==> src/rtl/sr_flag_arbiter.sv <==
// Round-robin sequencer sharing one SR latch bank among NREQ requesters.
// Drives s/r, a one-hot enable through setup/pulse/release, and keeps a registered shadow of the flags.
module sr_flag_arbiter #(
   parameter int NREQ      = 4,
   parameter int NFLAG     = 8,
   parameter int AW        = 3,
   parameter int PULSE_CYC = 2
) (
   input  logic               clk,
   input  logic               rst,
   input  logic [NREQ-1:0]    req,
   input  logic [NREQ-1:0]    op,
   input  logic [NREQ*AW-1:0] idx,
   output logic [NREQ-1:0]    gnt,
   output logic               done,
   output logic               busy,
   output logic               s,
   output logic               r,
   output logic [NFLAG-1:0]   en,
   output logic [NFLAG-1:0]   flags
);
   localparam int IW = $clog2(NREQ);
   localparam int CW = (PULSE_CYC > 1) ? $clog2(PULSE_CYC) : 1;

   typedef enum logic [1:0] {IDLE, SETUP, PULSE, RELEASE} state_t;

   state_t          state;
   logic [IW-1:0]   ptr;
   logic [IW-1:0]   win_id;
   logic            win_op;
   logic [AW-1:0]   win_idx;
   logic [CW-1:0]   cnt;
   logic [IW-1:0]   pick_id;
   logic            pick_vld;
   logic [NREQ-1:0] win_oh;
   logic [NFLAG-1:0] fl_oh;

   // Walk from the highest offset down so the nearest requester above ptr wins.
   always_comb begin
      pick_vld = 1'b0;
      pick_id  = '0;
      for (int i = NREQ - 1; i >= 0; i--) begin
         if (req[(int'(ptr) + i) % NREQ]) begin
            pick_vld = 1'b1;
            pick_id  = IW'((int'(ptr) + i) % NREQ);
         end
      end
   end

   // An index outside the bank decodes to no enable bit, so en and flags stay untouched.
   always_comb begin
      win_oh = '0;
      fl_oh  = '0;
      for (int q = 0; q < NREQ; q++)
         win_oh[q] = (win_id == IW'(q));
      for (int f = 0; f < NFLAG; f++)
         fl_oh[f] = (win_idx == AW'(f));
   end

   always_ff @(posedge clk or posedge rst) begin
      if (rst) begin
         state   <= IDLE;
         ptr     <= '0;
         win_id  <= '0;
         win_op  <= 1'b0;
         win_idx <= '0;
         cnt     <= '0;
         gnt     <= '0;
         done    <= 1'b0;
         busy    <= 1'b0;
         s       <= 1'b0;
         r       <= 1'b0;
         en      <= '0;
         flags   <= '0;
      end else begin
         case (state)
            IDLE: begin
               if (pick_vld) begin
                  state   <= SETUP;
                  win_id  <= pick_id;
                  win_op  <= op[pick_id];
                  win_idx <= idx[int'(pick_id)*AW +: AW];
                  s       <= op[pick_id];
                  r       <= ~op[pick_id];
                  busy    <= 1'b1;
               end
            end
            SETUP: begin
               state <= PULSE;
               cnt   <= CW'(PULSE_CYC - 1);
               en    <= fl_oh;
            end
            PULSE: begin
               if (cnt == '0) begin
                  state <= RELEASE;
                  en    <= '0;
                  gnt   <= win_oh;
                  done  <= 1'b1;
               end else begin
                  cnt <= cnt - 1'b1;
               end
            end
            RELEASE: begin
               state <= IDLE;
               gnt   <= '0;
               done  <= 1'b0;
               busy  <= 1'b0;
               s     <= 1'b0;
               r     <= 1'b0;
               flags <= (flags & ~fl_oh) | (fl_oh & {NFLAG{win_op}});
               ptr   <= (win_id == IW'(NREQ - 1)) ? '0 : win_id + 1'b1;
            end
            default: state <= IDLE;
         endcase
      end
   end
endmodule

==> config.mk <==
export PLATFORM = sky130hd
export DESIGN_NAME = sr_flag_arbiter
export DESIGN_NICKNAME = d
export VERILOG_FILES = /design/src/rtl/sr_flag_arbiter.sv
export SDC_FILE = /design/constraint.sdc
export NUM_CORES = 1
export LEC_CHECK = 0
export ABC_AREA = 1
export CORE_MARGIN = 5
export CORE_UTILIZATION = 60
export DETAILED_ROUTE_END_ITERATION = 10
export DONT_BUFFER_PORTS = 1
export GPL_ROUTABILITY_DRIVEN = 0
export MAX_ROUTING_LAYER = met4
export PLACE_DENSITY = 0.79
export SLEW_MARGIN = 20
export SYNTH_ARGS = -nofsm -noshare
export SYNTH_HDL_FRONTEND = slang
export SYNTH_SLANG_ARGS = --single-unit
==> constraint.sdc <==
create_clock -name clk -period 1.8 [get_ports clk]
set_clock_uncertainty 0.15 [all_clocks]
set_input_delay 0.18 -clock clk [delete_from_list [all_inputs] [get_ports clk]]
set_output_delay 0.18 -clock clk [all_outputs]
set_load 0.02 [all_outputs]
==> run_results.csv, run 1 <==
group,metric,value,unit
outcome,status,"complete, but fails checks",
outcome,violations,"negative setup slack",
synth,synth.avg_cell_area,7.97,um2
synth,synth_top_family_by_area,"simple AND/OR/NAND/NOR gates",
clock_tree,cts.sink_count,35,
drt,drt_iter0_drc,171,
power,vdd_ir_drop_max,1.53,mV
setup_path,critPathMaxFanout,7,
floorplanning,die_w,66.7,um
global_route,grt_overflow,0,
drt,ant_nets,0,
sta,max_freq,494,MHz
placement,portBuffers,0,
drt,viasPerCell,5.82,
final_layout,regArea,878,um2
power,p_per_area,2250,nW/um2
final_layout,drive_gt1_frac,0.272,
synth,yosys.area.top_type,"dfrtp_1",
global_route,grt_pass1_vias,1723,
synth,synthMuxAreaShare,0,
synth,synth.top_cell.area_share,0.454,
sta,hold_viol_final,0,
synth,synth_xor_xnor_area_share,0.00843,
setup_path,endpoint_kind,"flip-flop",
clock_tree,clk_pin_slew,0.12,ns
placement,place_inst,291,
floorplanning,die_y,66.7,um
drt,drt_pre_antenna_iters,4,
final_layout,num_antenna_cells,0,
global_route,grt_pass1_wl,7670,um
sta,worst_pin_slew,0.435,ns
drt,num_vias,1862,
job,maxCapViolations,0,
final_layout,fin_area,2570,um2
power,p_total,5.79,mW
floorplanning,core_area,3080,um2
synth,synth-compound-area-share,0.108,
sta,min_period,2.03,ns
synth,synthesis.area,1930,um2
final_layout,final_util,0.836,
sta,slew_headroom,0.710,
sta,setup_viol,10,
clock_tree,cts_root_buf,"clkbuf_4",
drt,route.detailed.drc,0,
final_layout,layout_common_cells,"44 x nand2_1, 33 x dfrtp_1, 28 x nand3_1, 27 x inv_1, 20 x o21ai_0",
placement,place_area,2030,um2
synth,synth_simple_gate_area_frac,0.294,
clock_tree,cts_inserted_buffers,5,
hold_path,min_path_type,"primary input to flip-flop",
setup_path,startpoint_type,"flip-flop",
final_layout,fillers,170,
global_route,antenna_found_initial,0,
final_layout,fin_nets,305,
clock_tree,clockBufferDepth,2,
sta,post-route-period-util,1.13,
synth,ys_warn_count,0,
sta,worst_slack,-0.226,ns
clock_tree,cts_tree,"yes",
drt,drt_wl_total,5800,um
floorplanning,start_util,0.627,
synth,syn_inst,242,
placement,hpwl,3090,um
floorplanning,num_rows,20,
setup_path,cp.arrival,2.14,ns
final_layout,final_common_cell,"nand2_1",
power,p_leak,1.23,nW
clock_tree,htreeDepth,2,
synth,ys_types,24,
setup_path,crit_type,"flip-flop to flip-flop",
sta,rsz0062_at_grt,"yes",
floorplanning,pin_count,46,
setup_path,cp_data_required_time,1.91,ns
final_layout,multi_input_area,1140,um2
synth,synth_seq_cells,35,
synth,synth_area_leaders,"dfrtp_1 45%, nand2_1 11%, nand3_1 10%",
floorplanning,dieArea,4450,um2
global_route,grt_max_degree,36,
sta,fin_setup_tns,-0.999,ns
synth,synth-seq-area-share,0.454,
final_layout,syn_to_final_growth,33.4,%
global_route,grt_util_all_layers,0.235,
synth,synth_nets,272,
sta,maxSlewViolCount,0,
synth,synth_fa_ha_area_frac,0.0519,
clock_tree,insertion_delay,0.36,ns
final_layout,final-instance-count-excl-fill,320,
drt,avgRoutedWirePerCell,18.1,um
per-layer routing:
| layer | up-vias | wire length, um | track usage |
|---|---|---|---|
| met5 | - | 0 | - |
| met4 | 0 | 275 | 0.0812 |
| met3 | 28 | 423 | 0.0658 |
| met2 | 105 | 2920 | 0.392 |
| met1 | 868 | 2180 | 0.271 |
| li1 | 861 | - | - |
metrics by stage:
stage          worst slack [ns]  hold WS (ns)
6_report                 -0.226        0.0434
5_1_grt                  -0.284        0.0546
4_1_cts                -0.00206        0.0111
3_5_place_dp            -0.0230        0.0409
3_3_place_gp           -0.00761        0.0421
2_1_floorplan             0.145         0.184
worst paths after layout:
| check | from | end | slack [ns] | depth (start not counted) |
|---|---|---|---|---|
| min in group asynchronous | rst | asynchronous set/reset pin | 0.20 | 3 |
| hold / removal | op[0] | win_op | 0.04 | 4 |
| setup reg to reg | ptr[1] | r | -0.23 | 12 |
| hold reg to reg | win_op | win_op | 0.35 | 2 |
| setup / recovery | ptr[1] | r | -0.23 | 12 |
| max in group asynchronous | rst | ptr[1] | 0.97 | 3 |
area by class of cell:
class                      count  share of cell area
clock buffer                   5              0.0146
clock inverter                 3              0.0170
multi-input combinational    168               0.441
inverter                      34              0.0506
tap                           44              0.0214
timing repair buffer          31               0.114
sequential                    35               0.341
cells by family after synthesis:
group	after synthesis
XOR/XNOR	1
buffers and inverters	39
AND/OR/NAND/NOR	122
AO/OA/AOI/OAI	37
flip-flops	35
adder cells (fa/ha/maj)	8
critical path, stage by stage, from the launching register on:
cell and delay (ns):
dfrtp_2 0.50, inv_2 0.16, nand2_1 0.08, nand2_1 0.09, nand2_2 0.09, nand3_4 0.12
nand3_4 0.16, nand2_8 0.13, nand2_1 0.10, nand3_2 0.12, nand2_1 0.09, nand2_1 0.08
nand2_1 0.06
power by group:
part / switching (mW) / leakage [nW] / internal (mW)
combinational: 2.15 / 0.750 / 1.25
sequential: 0.638 / 0.440 / 1.17
clock: 0.292 / 0.0452 / 0.292
cell usage after synthesis (all sizes together):
master	count
nor2	15
a31oi	1
clkbuf	3
nor3	2
o31ai	2
ha	8
nand3	44
o21ai	24
dfrtp	35
xnor2	1
buf	2
a21oi	7
o22ai	2
inv	34
a22oi	1
nand2	61
what timing repair did:
action	CTS	global route
endpoints found under the setup margin	4	13
pin swaps	0	18
hold endpoints to repair	41	0
hold buffers	16	0
gates resized for setup	3	58
setup buffers	0	5
No activity file was read; power rests on OpenSTA's default activity.
==> run 2: changes to the inputs <==
--- a/config.mk
+++ b/config.mk
@@ -11,7 +11,6 @@
 export DETAILED_ROUTE_END_ITERATION = 10
 export DONT_BUFFER_PORTS = 1
 export GPL_ROUTABILITY_DRIVEN = 0
-export MAX_ROUTING_LAYER = met4
 export PLACE_DENSITY = 0.79
 export SLEW_MARGIN = 20
 export SYNTH_ARGS = -nofsm -noshare
==> run 2 against run 1 <==
The run still ends with negative setup slack left; critical path depth is the same; sequential share of layout area is the same; power is essentially flat; largest cell class unchanged; highest routed layer unchanged.
==> run_results.csv, run 2 (synthesis gave the netlist of run 1 again) <==
group,metric,value,unit
outcome,status,"complete, but fails checks",
outcome,violations,"negative setup slack",
setup_path,setup.worst_path.start,"ptr[1]",
power,clkPwrFrac,0.100,
setup_path,endpoint_kind,"flip-flop",
setup_path,crit_type,"flip-flop to flip-flop",
drt,avgRoutedWirePerCell,18.1,um
setup_path,crit_chain,"inv_2 -> nand2_1 -> nand2_1 -> nand2_2 -> nand3_4 -> nand3_4 -> nand2_8 -> nand2_1 -> nand3_2 -> nand2_1 -> nand2_1 -> nand2_1",
sta,slew_headroom,0.710,
sta,holdWs,0.0374,ns
clock_tree,cts.sink_count,35,
global_route,grt_util_all_layers,0.229,
clock_tree,clk_pin_slew,0.12,ns
floorplanning,dieArea,4450,um2
hold_path,min_from,"op[0]",
clock_tree,cts_tree,"yes",
setup_path,critPathSlowestCell,"dfrtp_2",
drt,maxUsedRoutingLayer,"met4",
final_layout,layout_common_cells,"44 x nand2_1, 33 x dfrtp_1, 28 x nand3_1, 27 x inv_1, 20 x o21ai_0",
sta,setup_viol,8,
sta,min_period,2.01,ns
sta,rsz0062_at_grt,"yes",
drt,num_vias,1841,
drt,wl_met2,2890,um
drt,ant_nets,0,
placement,hpwl,3090,um
setup_path,reg2reg_setup_slack,-0.21,ns
setup_path,cp.arrival,2.12,ns
power,p_leak,1.23,nW
global_route,grt_pass1_vias,1725,
setup_path,critPathMaxFanout,7,
global_route,antenna_found_initial,0,
power,p_per_area,2250,nW/um2
hold_path,min_path_type,"primary input to flip-flop",
final_layout,drive_gt1_frac,0.272,
hold_path,hold_depth,4,
power,sw_frac_of_total,0.531,
sta,post-route-period-util,1.12,
power,combPwrFrac,0.587,
floorplanning,core_area,3080,um2
final_layout,final_common_cell,"nand2_1",
floorplanning,num_rows,20,
drt,drt_iter0_drc,159,
placement,portBuffers,0,
clock_tree,insertion_delay,0.36,ns
final_layout,fin_nets,305,
job,maxCapViolations,0,
setup_path,critPathMostFrequentCell,"nand2_1",
placement,pre_cts_slack,-0.0230,ns
drt,wl_met1,2170,um
sta,worst_pin_slew,0.434,ns
global_route,grt_max_degree,36,
hold_path,min_to,"win_op",
setup_path,worstReg2RegStart,"ptr[1]",
power,p_switching,3.08,mW
global_route,grt_pass1_wl,7660,um
setup_path,cpPeakStageDelay,0.50,ns
setup_path,cp_data_required_time,1.91,ns
floorplanning,pin_count,46,
clock_tree,clockBufferDepth,2,
power,p_int,2.71,mW
sta,maxSlewViolCount,0,
floorplanning,die_w,66.7,um
drt,drt_wl_total,5800,um
sta,hold_viol_final,0,
power,vdd_ir_drop_max,1.55,mV
setup_path,reg2reg_to,"r",
final_layout,syn_to_final_growth,33.4,%
floorplanning,start_util,0.627,
clock_tree,cts_root_buf,"clkbuf_4",
global_route,grt_overflow,0,
drt,route.detailed.drc,0,
setup_path,startpoint_type,"flip-flop",
final_layout,num_antenna_cells,0,
drt,viasPerCell,5.75,
floorplanning,die_y,66.7,um
drt,wl_met3,414,um
sta,max_freq,498,MHz
clock_tree,htreeDepth,2,
clock_tree,cts_inserted_buffers,5,
setup_path,ff2ff_path_depth,12,
drt,drt_pre_antenna_iters,4,
sta,worst_slack,-0.209,ns
power,seq_power_share,0.312,
run 2: power groups by stage:
stage          clock network [mW]  logic [mW]  registers (mW)
4_1_cts                     0.583        2.38            1.78
5_1_grt                     0.633        3.71            1.87
6_report                    0.581        3.40            1.81
3_3_place_gp                    0        2.24            1.78
3_5_place_dp                    0        2.30            1.80
2_1_floorplan                   0        1.84            1.71
run 2: worst max-delay path: cells and delay by family, from the launching register on:
kind / cells / cell delay, ns
and+or+nand+nor: 11 / 1.10
buffers and inverters: 1 / 0.16
DFF: 1 / 0.50
run 2: repair_timing:
item | 4_1_cts | 5_1_grt
gates cloned | 0 | 0
endpoints found under the hold margin | 41 | 0
setup endpoints to repair | 4 | 13
hold buffers | 16 | 0
resized for setup | 3 | 58
pin swaps | 0 | 18
buffers inserted | 0 | 5
run 2: through the flow:
| stage | setup TNS, ns | power (mW) | instance area (um2) | cells | utilization |
|---|---|---|---|---|---|
| floorplan | 0 | 3.54 | 1930 | 242 | - |
| global placement | -0.00820 | 4.02 | 2030 | 291 | 0.658 |
| detailed placement | -0.0498 | 4.09 | 2030 | 291 | 0.658 |
| CTS | -0.00206 | 4.74 | 2280 | 315 | 0.741 |
| global route | -1.95 | 6.21 | 2570 | 320 | 0.836 |
| finish | -0.876 | 5.79 | 2570 | 320 | 0.836 |
run 2: area by class of cell:
cell class              count  area (um2)
clock buffers               5        37.5
clock inverters             3        43.8
fillers                   170         504
inverters                  34         130
multi-input cells         168        1140
flip-flops and latches     35         878
well taps                  44        55.1
repair buffers             31         293
run 2: how the worst max path moves through the flow:
stage,slack [ns],endpoint
4_1_cts,-0.002,win_op
6_report,-0.21,r
3_5_place_dp,-0.02,r
2_1_floorplan,0.15,win_idx[0]
5_1_grt,-0.28,r
3_3_place_gp,-0.008,r
run 2: metal layers:
layer / up-vias / global-route usage
li1: 862 / -
met1: 847 / 0.266
met2: 97 / 0.394
met3: 35 / 0.0708
met4: 0 / 0.0812
met5: - / 0
